==> src/rtl/clock_divider_multi.sv <==
// Multi-channel programmable clock divider: per-channel half-period, phase and
// polarity, with shadowed configuration that only lands at full-period boundaries.
module clock_divider_multi #(
  parameter int NUM_CH       = 4,
  parameter int CNT_WIDTH    = 8,
  parameter int CH_SEL_W     = 2,
  parameter int DEFAULT_HALF = 1
) (
  input  logic                 clock,
  input  logic                 reset,
  input  logic                 enable,
  input  logic                 cfg_we,
  input  logic [CH_SEL_W-1:0]  cfg_ch,
  input  logic [CNT_WIDTH-1:0] cfg_half,
  input  logic [CNT_WIDTH-1:0] cfg_phase,
  input  logic                 cfg_invert,
  input  logic                 sync,
  output logic [NUM_CH-1:0]    clk_out,
  output logic [NUM_CH-1:0]    tick_rise,
  output logic [NUM_CH-1:0]    cfg_busy
);

  localparam logic [CNT_WIDTH-1:0] ONE      = {{(CNT_WIDTH-1){1'b0}}, 1'b1};
  localparam logic [CNT_WIDTH-1:0] HALF_RST = CNT_WIDTH'(DEFAULT_HALF);

  // A programmed half-period of zero would never terminate a count, so it becomes one
  logic [CNT_WIDTH-1:0] wr_half_s;
  assign wr_half_s = (cfg_half == {CNT_WIDTH{1'b0}}) ? ONE : cfg_half;

  for (genvar g = 0; g < NUM_CH; g++) begin : g_ch
    logic [CNT_WIDTH-1:0] cnt_r, half_r, phase_r, sh_half_r, sh_phase_r;
    logic                 q_r, inv_r, sh_inv_r, pend_r, clk_r, tick_r;
    logic [CNT_WIDTH-1:0] cnt_nx_s, half_nx_s, phase_nx_s, sh_half_nx_s, sh_phase_nx_s;
    logic                 q_nx_s, inv_nx_s, sh_inv_nx_s, pend_nx_s, clk_nx_s, tick_nx_s;
    logic [CNT_WIDTH-1:0] sel_half_s, sel_phase_s;
    logic                 sel_inv_s, wr_s, term_s, bnd_s;

    assign wr_s   = cfg_we && (cfg_ch == CH_SEL_W'(g));
    assign term_s = (cnt_r == half_r - ONE);
    assign bnd_s  = enable && term_s && q_r;

    // Next-state: sync realignment, counting, boundary loads and shadow writes
    always_comb begin
      cnt_nx_s      = cnt_r;
      q_nx_s        = q_r;
      half_nx_s     = half_r;
      phase_nx_s    = phase_r;
      inv_nx_s      = inv_r;
      sh_half_nx_s  = sh_half_r;
      sh_phase_nx_s = sh_phase_r;
      sh_inv_nx_s   = sh_inv_r;
      pend_nx_s     = pend_r;
      sel_half_s    = half_r;
      sel_phase_s   = phase_r;
      sel_inv_s     = inv_r;
      // Config that would become active now: a same-cycle write beats a pending shadow
      if (wr_s) begin
        sel_half_s  = wr_half_s;
        sel_phase_s = cfg_phase;
        sel_inv_s   = cfg_invert;
      end else if (pend_r) begin
        sel_half_s  = sh_half_r;
        sel_phase_s = sh_phase_r;
        sel_inv_s   = sh_inv_r;
      end else begin
        sel_inv_s   = inv_r;
      end
      if (sync) begin
        half_nx_s     = sel_half_s;
        phase_nx_s    = sel_phase_s;
        inv_nx_s      = sel_inv_s;
        sh_half_nx_s  = sel_half_s;
        sh_phase_nx_s = sel_phase_s;
        sh_inv_nx_s   = sel_inv_s;
        pend_nx_s     = 1'b0;
        if ({1'b0, sel_phase_s} < {1'b0, sel_half_s}) begin
          q_nx_s   = 1'b0;
          cnt_nx_s = sel_phase_s;
        end else if ({1'b0, sel_phase_s} < {sel_half_s, 1'b0}) begin
          q_nx_s   = 1'b1;
          cnt_nx_s = sel_phase_s - sel_half_s;
        end else begin
          q_nx_s   = 1'b0;
          cnt_nx_s = {CNT_WIDTH{1'b0}};
        end
      end else begin
        if (enable && term_s) begin
          cnt_nx_s = {CNT_WIDTH{1'b0}};
          q_nx_s   = ~q_r;
        end else if (enable) begin
          cnt_nx_s = cnt_r + ONE;
        end else begin
          cnt_nx_s = cnt_r;
        end
        if (bnd_s && (wr_s || pend_r)) begin
          half_nx_s     = sel_half_s;
          phase_nx_s    = sel_phase_s;
          inv_nx_s      = sel_inv_s;
          sh_half_nx_s  = sel_half_s;
          sh_phase_nx_s = sel_phase_s;
          sh_inv_nx_s   = sel_inv_s;
          pend_nx_s     = 1'b0;
        end else if (wr_s) begin
          sh_half_nx_s  = wr_half_s;
          sh_phase_nx_s = cfg_phase;
          sh_inv_nx_s   = cfg_invert;
          pend_nx_s     = 1'b1;
        end else begin
          pend_nx_s     = pend_r;
        end
      end
      clk_nx_s  = q_nx_s ^ inv_nx_s;
      tick_nx_s = enable & ~clk_r & clk_nx_s;
    end

    // Channel state and registered outputs
    always_ff @(posedge clock or posedge reset) begin
      if (reset) begin
        cnt_r      <= {CNT_WIDTH{1'b0}};
        q_r        <= 1'b0;
        half_r     <= HALF_RST;
        phase_r    <= {CNT_WIDTH{1'b0}};
        inv_r      <= 1'b0;
        sh_half_r  <= HALF_RST;
        sh_phase_r <= {CNT_WIDTH{1'b0}};
        sh_inv_r   <= 1'b0;
        pend_r     <= 1'b0;
        clk_r      <= 1'b0;
        tick_r     <= 1'b0;
      end else begin
        cnt_r      <= cnt_nx_s;
        q_r        <= q_nx_s;
        half_r     <= half_nx_s;
        phase_r    <= phase_nx_s;
        inv_r      <= inv_nx_s;
        sh_half_r  <= sh_half_nx_s;
        sh_phase_r <= sh_phase_nx_s;
        sh_inv_r   <= sh_inv_nx_s;
        pend_r     <= pend_nx_s;
        clk_r      <= clk_nx_s;
        tick_r     <= tick_nx_s;
      end
    end

    assign clk_out[g]   = clk_r;
    assign tick_rise[g] = tick_r;
    assign cfg_busy[g]  = pend_r;
  end

endmodule

==> config.mk <==
export PLATFORM = sky130hd
export DESIGN_NAME = clock_divider_multi
export DESIGN_NICKNAME = d
export VERILOG_FILES = /design/src/rtl/clock_divider_multi.sv
export SDC_FILE = /design/constraint.sdc
export NUM_CORES = 1
export LEC_CHECK = 0
export BUFFER_PORTS_ARGS = -buffer_cell sky130_fd_sc_hd__buf_2
export CORE_MARGIN = 4
export CORE_UTILIZATION = 40
export DETAILED_ROUTE_END_ITERATION = 6
export GPL_TIMING_DRIVEN = 0
export HOLD_SLACK_MARGIN = 0.06
export PLACE_DENSITY_LB_ADDON = 0.1
export SYNTH_ARGS = -nofsm -noshare
export SYNTH_HDL_FRONTEND = slang
export SYNTH_SLANG_ARGS = --single-unit
==> constraint.sdc <==
create_clock -name clock -period 7.8 [get_ports clock]
set_clock_uncertainty 0.2 [all_clocks]
set_input_delay 0 -clock clock [delete_from_list [all_inputs] [get_ports clock]]
set_output_delay 0 -clock clock [all_outputs]
set_load 0.02 [all_outputs]
# == Word level (Yosys, flattened, before mapping) ==
# Cells that the tools add are included.
# totals
in_bits,24
elab_cells,258
regBits,184
out_inout_bits,12
# op_classes
addsub,12
n_reduce_logical,34
n_lt_le_gt_ge,8
mux,133
eq_ne,7
bitwise,20
# op_table
cell,count
8-bit 2-to-1 mux,77
1-bit 2-to-1 mux,56
8-bit by 9-bit less-than comparator with 1-bit output,4
8-bit by 1-bit adder with 8-bit output (second input constant),4
8-bit equality test,4
8-bit less-than comparator,4
8-bit by 1-bit subtractor with 8-bit output (second input constant),4
8-bit subtractor,4
3-bit nonzero test,8
1-bit logical AND,16
1-bit bitwise AND,8
8-bit logical NOT,1
1-bit NOT,8
2-bit nonzero test,4
2-bit equality test (second input constant),2
1-bit logical OR,4
1-bit XOR,4
2-bit by 1-bit equality test with 1-bit output (second input constant),1
2-bit logical NOT,1

# == Depth between registers and ports, before layout ==
# depth
depth_word,9
mapped_depth,17
ltp_nobuf,14

# == Worst setup path after synthesis ==
# Ideal clock, no wire load.
# synth_path
kind,register to register
from,register g_ch[2].pend_r
to,register g_ch[2].cnt_r[5]
stages_incl_launch_ff,16
path_buffers,4
slack_ps,3729
setup_time_ps,86
required_ps,7514
period_less_slack_ps,4071
arrival_ps,3785
path_cell_list,dfrtp_1 > buf_4 > buf_2 > buf_1 > o211ai_1 > o21ai_0 > inv_1 > fa_1 > maj3_1 > nand2_1 > a31oi_1 > o211a_1 > or4_1 > buf_2 > o2bb2a_4 > o221ai_2
# synth_via
elab_chain_len,6
elab_cells_between_ends,10
classes_between,add/sub (1); order compare (2); mux (7)
# synth_lines
element,line_no,text
from (decl),32,"logic q_r, inv_r, sh_inv_r, pend_r, clk_r, tick_r;"
from (signal assigned),139,pend_r <= pend_nx_s;
8-bit 2-to-1 mux,61,end else if (pend_r) begin
8-bit 2-to-1 mux,57,if (wr_s) begin
8-bit subtractor or 8-bit by 9-bit less-than comparator with 1-bit output (tied branches),"81, 79",
8-bit 2-to-1 mux,79,"end else if ({1'b0, sel_phase_s} < {sel_half_s, 1'b0}) begin"
8-bit 2-to-1 mux *,76,"if ({1'b0, sel_phase_s} < {1'b0, sel_half_s}) begin"
8-bit 2-to-1 mux *,68,if (sync) begin
to (signal assigned),119,cnt_r <= {CNT_WIDTH{1'b0}};
to (signal assigned),131,cnt_r <= cnt_nx_s;
to (decl),31,"logic [CNT_WIDTH-1:0] cnt_r, half_r, phase_r, sh_half_r, sh_phase_r;"
# Mark *: on every way between the ends. The rest lies on a longest branch, timed or not.
# A chain may end at the register's enable or synchronous reset.

# == Final worst setup path ==
# layout_path
from,input cfg_ch[0]
to,register g_ch[3].clk_r
# layout_via
elab_chain_len,8
elab_cells_between_ends,15
classes_between,order compare (2); eq/ne (1); mux (8); bitwise (1); reduce/logical (3)
# layout_lines
element,line_no,text
from (decl),13,"input logic [CH_SEL_W-1:0] cfg_ch,"
2-bit equality test *,38,assign wr_s = cfg_we && (cfg_ch == CH_SEL_W'(g));
1-bit logical AND *,38,
8-bit 2-to-1 mux,57,
8-bit by 9-bit less-than comparator with 1-bit output,79,
1-bit 2-to-1 mux,79,
1-bit 2-to-1 mux *,76,
1-bit 2-to-1 mux *,68,
named net g_ch[3].q_nx_s,34,"logic q_nx_s, inv_nx_s, sh_inv_nx_s, pend_nx_s, clk_nx_s, tick_nx_s;"
1-bit XOR *,112,clk_nx_s = q_nx_s ^ inv_nx_s;
named net g_ch[3].clk_nx_s,34,
to (signal assigned),140,clk_r <= clk_nx_s;
to (decl),32,
# The timed path passes the listed nets; every way through them passes the cells marked *.

==> flow_metrics.tcl <==
set metrics [dict create \
    outcome "finished, final reports clean" \
    finalWirelength_um 44400 \
    finalCritPeriodShare_pct 65.3 \
    hold_viol 0 \
    drive_gt1_share_pct 10.1 \
    critPathRequiredTime_ns 7.92 \
    io_pins 36 \
    via_count 11800 \
    cp.depth 18 \
    placed_area_um2 13900 \
    cts_resized 0 \
    fmax_ghz 0.196 \
    dieArea_um2 35900 \
    wl_per_cell_um 21.6 \
    synth_area_um2 13200 \
    yosys_warnings 0 \
    total_power_w 0.00442 \
    worst_path_largest_cell_delay_ns 0.58 \
    cp_num_buf_inv 7 \
    core_area_um2 32500 \
    cts_tree "yes" \
    num-fill-cells 3219 \
    drv_cap 0 \
    post-route-min-period_ns 5.10 \
    worstSetupPathType "input pin to register" \
    syn_inst 1529 \
    synth_fp_nets 1606 \
    cpLargestDelayFamily "buffers and inverters" \
    crit_start "cfg_ch[0]" \
    clock_latency_ns 0.46 \
    drtAntennaViolNets 0 \
    slew-limit-headroom_pct 30.7 \
    clkSinkCount 184 \
    slew_violations 0 \
    pwr_density_cell_nw_per_um2 300 \
    critPathLaunchType "input pin" \
    avgSynthCellArea_um2 8.60 \
    post-place-cells 2001 \
    max_slew.worst_pin.slew_ns 1.04 \
    placement.io_buffers 29 \
    path_clk_slew_ns 0.08 \
    fp.dieW_um 189 \
    hold_class "input pin to asynchronous set/reset pin" \
    grt_pass1_vias 11500 \
    ys_seq_elements 184 \
    vdd_drop_max_v 0.000168 \
    drt-initial-drc-count 949 \
    grt.total_usage_pct 24.9 \
    htreeDepth 4 \
    worst_setup_path_end_kind "register" \
    slowest_stage "or4_1" \
    grt_first_pass_wirelength_um 69300 \
    r2r_cells 15 \
    finalSetupViolations 0 \
    cts_buffers 17 \
    rows 66 \
    final_cells 2056 \
    cp.arrival_ns 5.21 \
    antenna_found_initial 1 \
    r2r_setup_slack_ns 2.85 \
    areaGrowthSynthToFinish_pct 11.8 \
    hold_slack_ns 0.0367 \
    final_nets 1678 \
    synth_edf_count 0 \
    final_common_cell "nand2_1" \
    postCtsHoldBufs 23 \
    path_max_fanout 10 \
    rr_endpoint "g_ch[2].cnt_r[5]$_DFFE_PP0P_" \
    postCtsSetupRepairBufs 0 \
    num_antenna_cells 0 \
    place_congestion 0.900 \
    via_per_inst 5.76 \
    die_h_um 189 \
    synth_ff_type "dfrtp_1" \
    critical_path.cell_chain "dlygate4sd3_1 -> buf_2 -> buf_4 -> nand3_2 -> buf_2 -> clkbuf_1 -> buf_1 -> clkbuf_1 -> nor2_1 -> a2bb2oi_1 -> ha_1 -> or4_1 -> a31oi_1 -> o31ai_1 -> o221a_2 -> o22ai_2 -> o21ai_2 -> xor2_1" \
    leakage_nw 6.46 \
    reg2reg_from "g_ch[2].pend_r$_DFFE_PP0P_" \
    endpoint "g_ch[3].clk_r$_DFF_PP0_" \
    cts_buffer_depth 2 \
    dp_hpwl_um 32000 \
    start_util_pct 40.5 \
    root_buffer "clkbuf_16" \
    grt_max_degree 103 \
    synth_cell_types 92 \
    gr-total-overflow 0 \
    ys_seq_area_share_pct 35.1 \
    async_flop_share_pct 100 \
    fin_area_um2 14700 \
    drcViolationCount 0 \
    rsz0062_at_grt "no" \
    final_cell_mix "nand2_1 (197), dfrtp_1 (176), o21ai_0 (130), a21oi_1 (121), nor2_1 (110)" \
    first_pass_iters 7 \
]
## routing by layer
metal  vias to the layer above  wire length (µm)  global-route usage (%)
met5                         -                13                       0
met4                         2               993                    6.65
met1                      5896             21000                    35.5
li1                       5596                 -                       -
met2                       296             20300                    40.0
met3                        49              2050                    3.41
## per-stage QoR
step	worst slack, ns	setup TNS (ns)	utilization, %
5_1_grt	2.49	0	45.3
4_1_cts	2.82	0	45.3
2_1_floorplan	2.61	0	-
6_report	2.70	0	45.3
3_3_place_gp	-0.0699	-8.94	42.7
3_5_place_dp	2.90	0	42.8
## kinds of logic (layout without fill, tap and decap cells)
family / after synthesis / in the layout / synth area share (%)
AO/OA/AOI/OAI: 433 / 433 / 20.9
adder cells (fa/ha/maj): 59 / 59 / 5.55
XOR/XNOR: 93 / 93 / 6.19
flip-flops: 184 / 184 / 35.1
AND/OR/NAND/NOR: 487 / 487 / 17.9
buffers and inverters: 157 / 242 / 5.18
multiplexers: 116 / 116 / 9.18
## power by group
| part | total [W] | switching [W] | leakage [nW] | internal, W |
|---|---|---|---|---|
| clock | 0.000896 | 0.000424 | 0.287 | 0.000472 |
| sequential | 0.00148 | 0.000250 | 2.28 | 0.00123 |
| combinational | 0.00205 | 0.00116 | 3.88 | 0.000885 |
| total | 0.00442 | 0.00183 | 6.46 | 0.00258 |
## Yosys cell counts (all sizes together) (8+ instances only)
| master | instances | area, µm² |
|---|---|---|
| ha | 52 | 651 |
| dfstp | 8 | 210 |
| nor3 | 16 | 80.1 |
| xnor2 | 56 | 490 |
| clkbuf | 63 | 236 |
| inv | 54 | 203 |
| a31oi | 11 | 75.1 |
| o22ai | 9 | 62.6 |
| nand2b | 19 | 126 |
| and3 | 15 | 93.8 |
| dfrtp | 176 | 4400 |
| mux2i | 88 | 892 |
| and2 | 12 | 75.1 |
| o221ai | 16 | 146 |
| nor2 | 113 | 437 |
| mux2 | 28 | 315 |
| nand3 | 32 | 165 |
| nor2b | 10 | 62.6 |
| a21oi | 122 | 614 |
| xor2 | 37 | 324 |
| a21o | 31 | 233 |
| nor3b | 12 | 95.1 |
| o21ai | 136 | 692 |
| nand2 | 197 | 739 |
| a211oi | 9 | 67.6 |
| buf | 40 | 243 |
| o211ai | 15 | 113 |
| a22oi | 10 | 75.1 |
| or3 | 10 | 63.8 |
| o21a | 11 | 82.6 |
## state kept, by name, summed over array words and instances, names as in the netlist, 32 cells and up
register         flops
g_ch.half_r         32
g_ch.cnt_r          32
g_ch.sh_half_r      32
g_ch.sh_phase_r     32
g_ch.phase_r        32
## area by class of cell
class / instances / area (µm²) / area share [%]
well taps: 442 / 553 / 3.76
inverters: 54 / 210 / 1.43
repair buffers: 53 / 403 / 2.74
multi-input cells: 1188 / 7860 / 53.4
clock inverters: 11 / 116 / 0.791
plain buffers: 103 / 479 / 3.26
flip-flops and latches: 184 / 4610 / 31.4
clock buffers: 21 / 470 / 3.20
## tightest hold or removal path, stage by stage
cell and delay, ns:
dlygate4sd3_1 0.53, buf_2 0.15, inv_8 0.51
## worst min-delay path by stage
stage,endpoint,cells after the start,from
5_1_grt,g_ch[2].inv_r$_DFF_PP0_,3,reset
2_1_floorplan,g_ch[1].sh_half_r[6]$_DFFE_PP0P_,1,cfg_half[6]
4_1_cts,g_ch[2].inv_r$_DFF_PP0_,3,reset
3_5_place_dp,g_ch[3].tick_r$_DFF_PP0_,2,reset
6_report,g_ch[2].inv_r$_DFF_PP0_,3,reset
3_3_place_gp,g_ch[0].tick_r$_DFF_PP0_,1,g_ch[0].clk_r$_DFF_PP0_
Power figures use the tool's default switching activity.
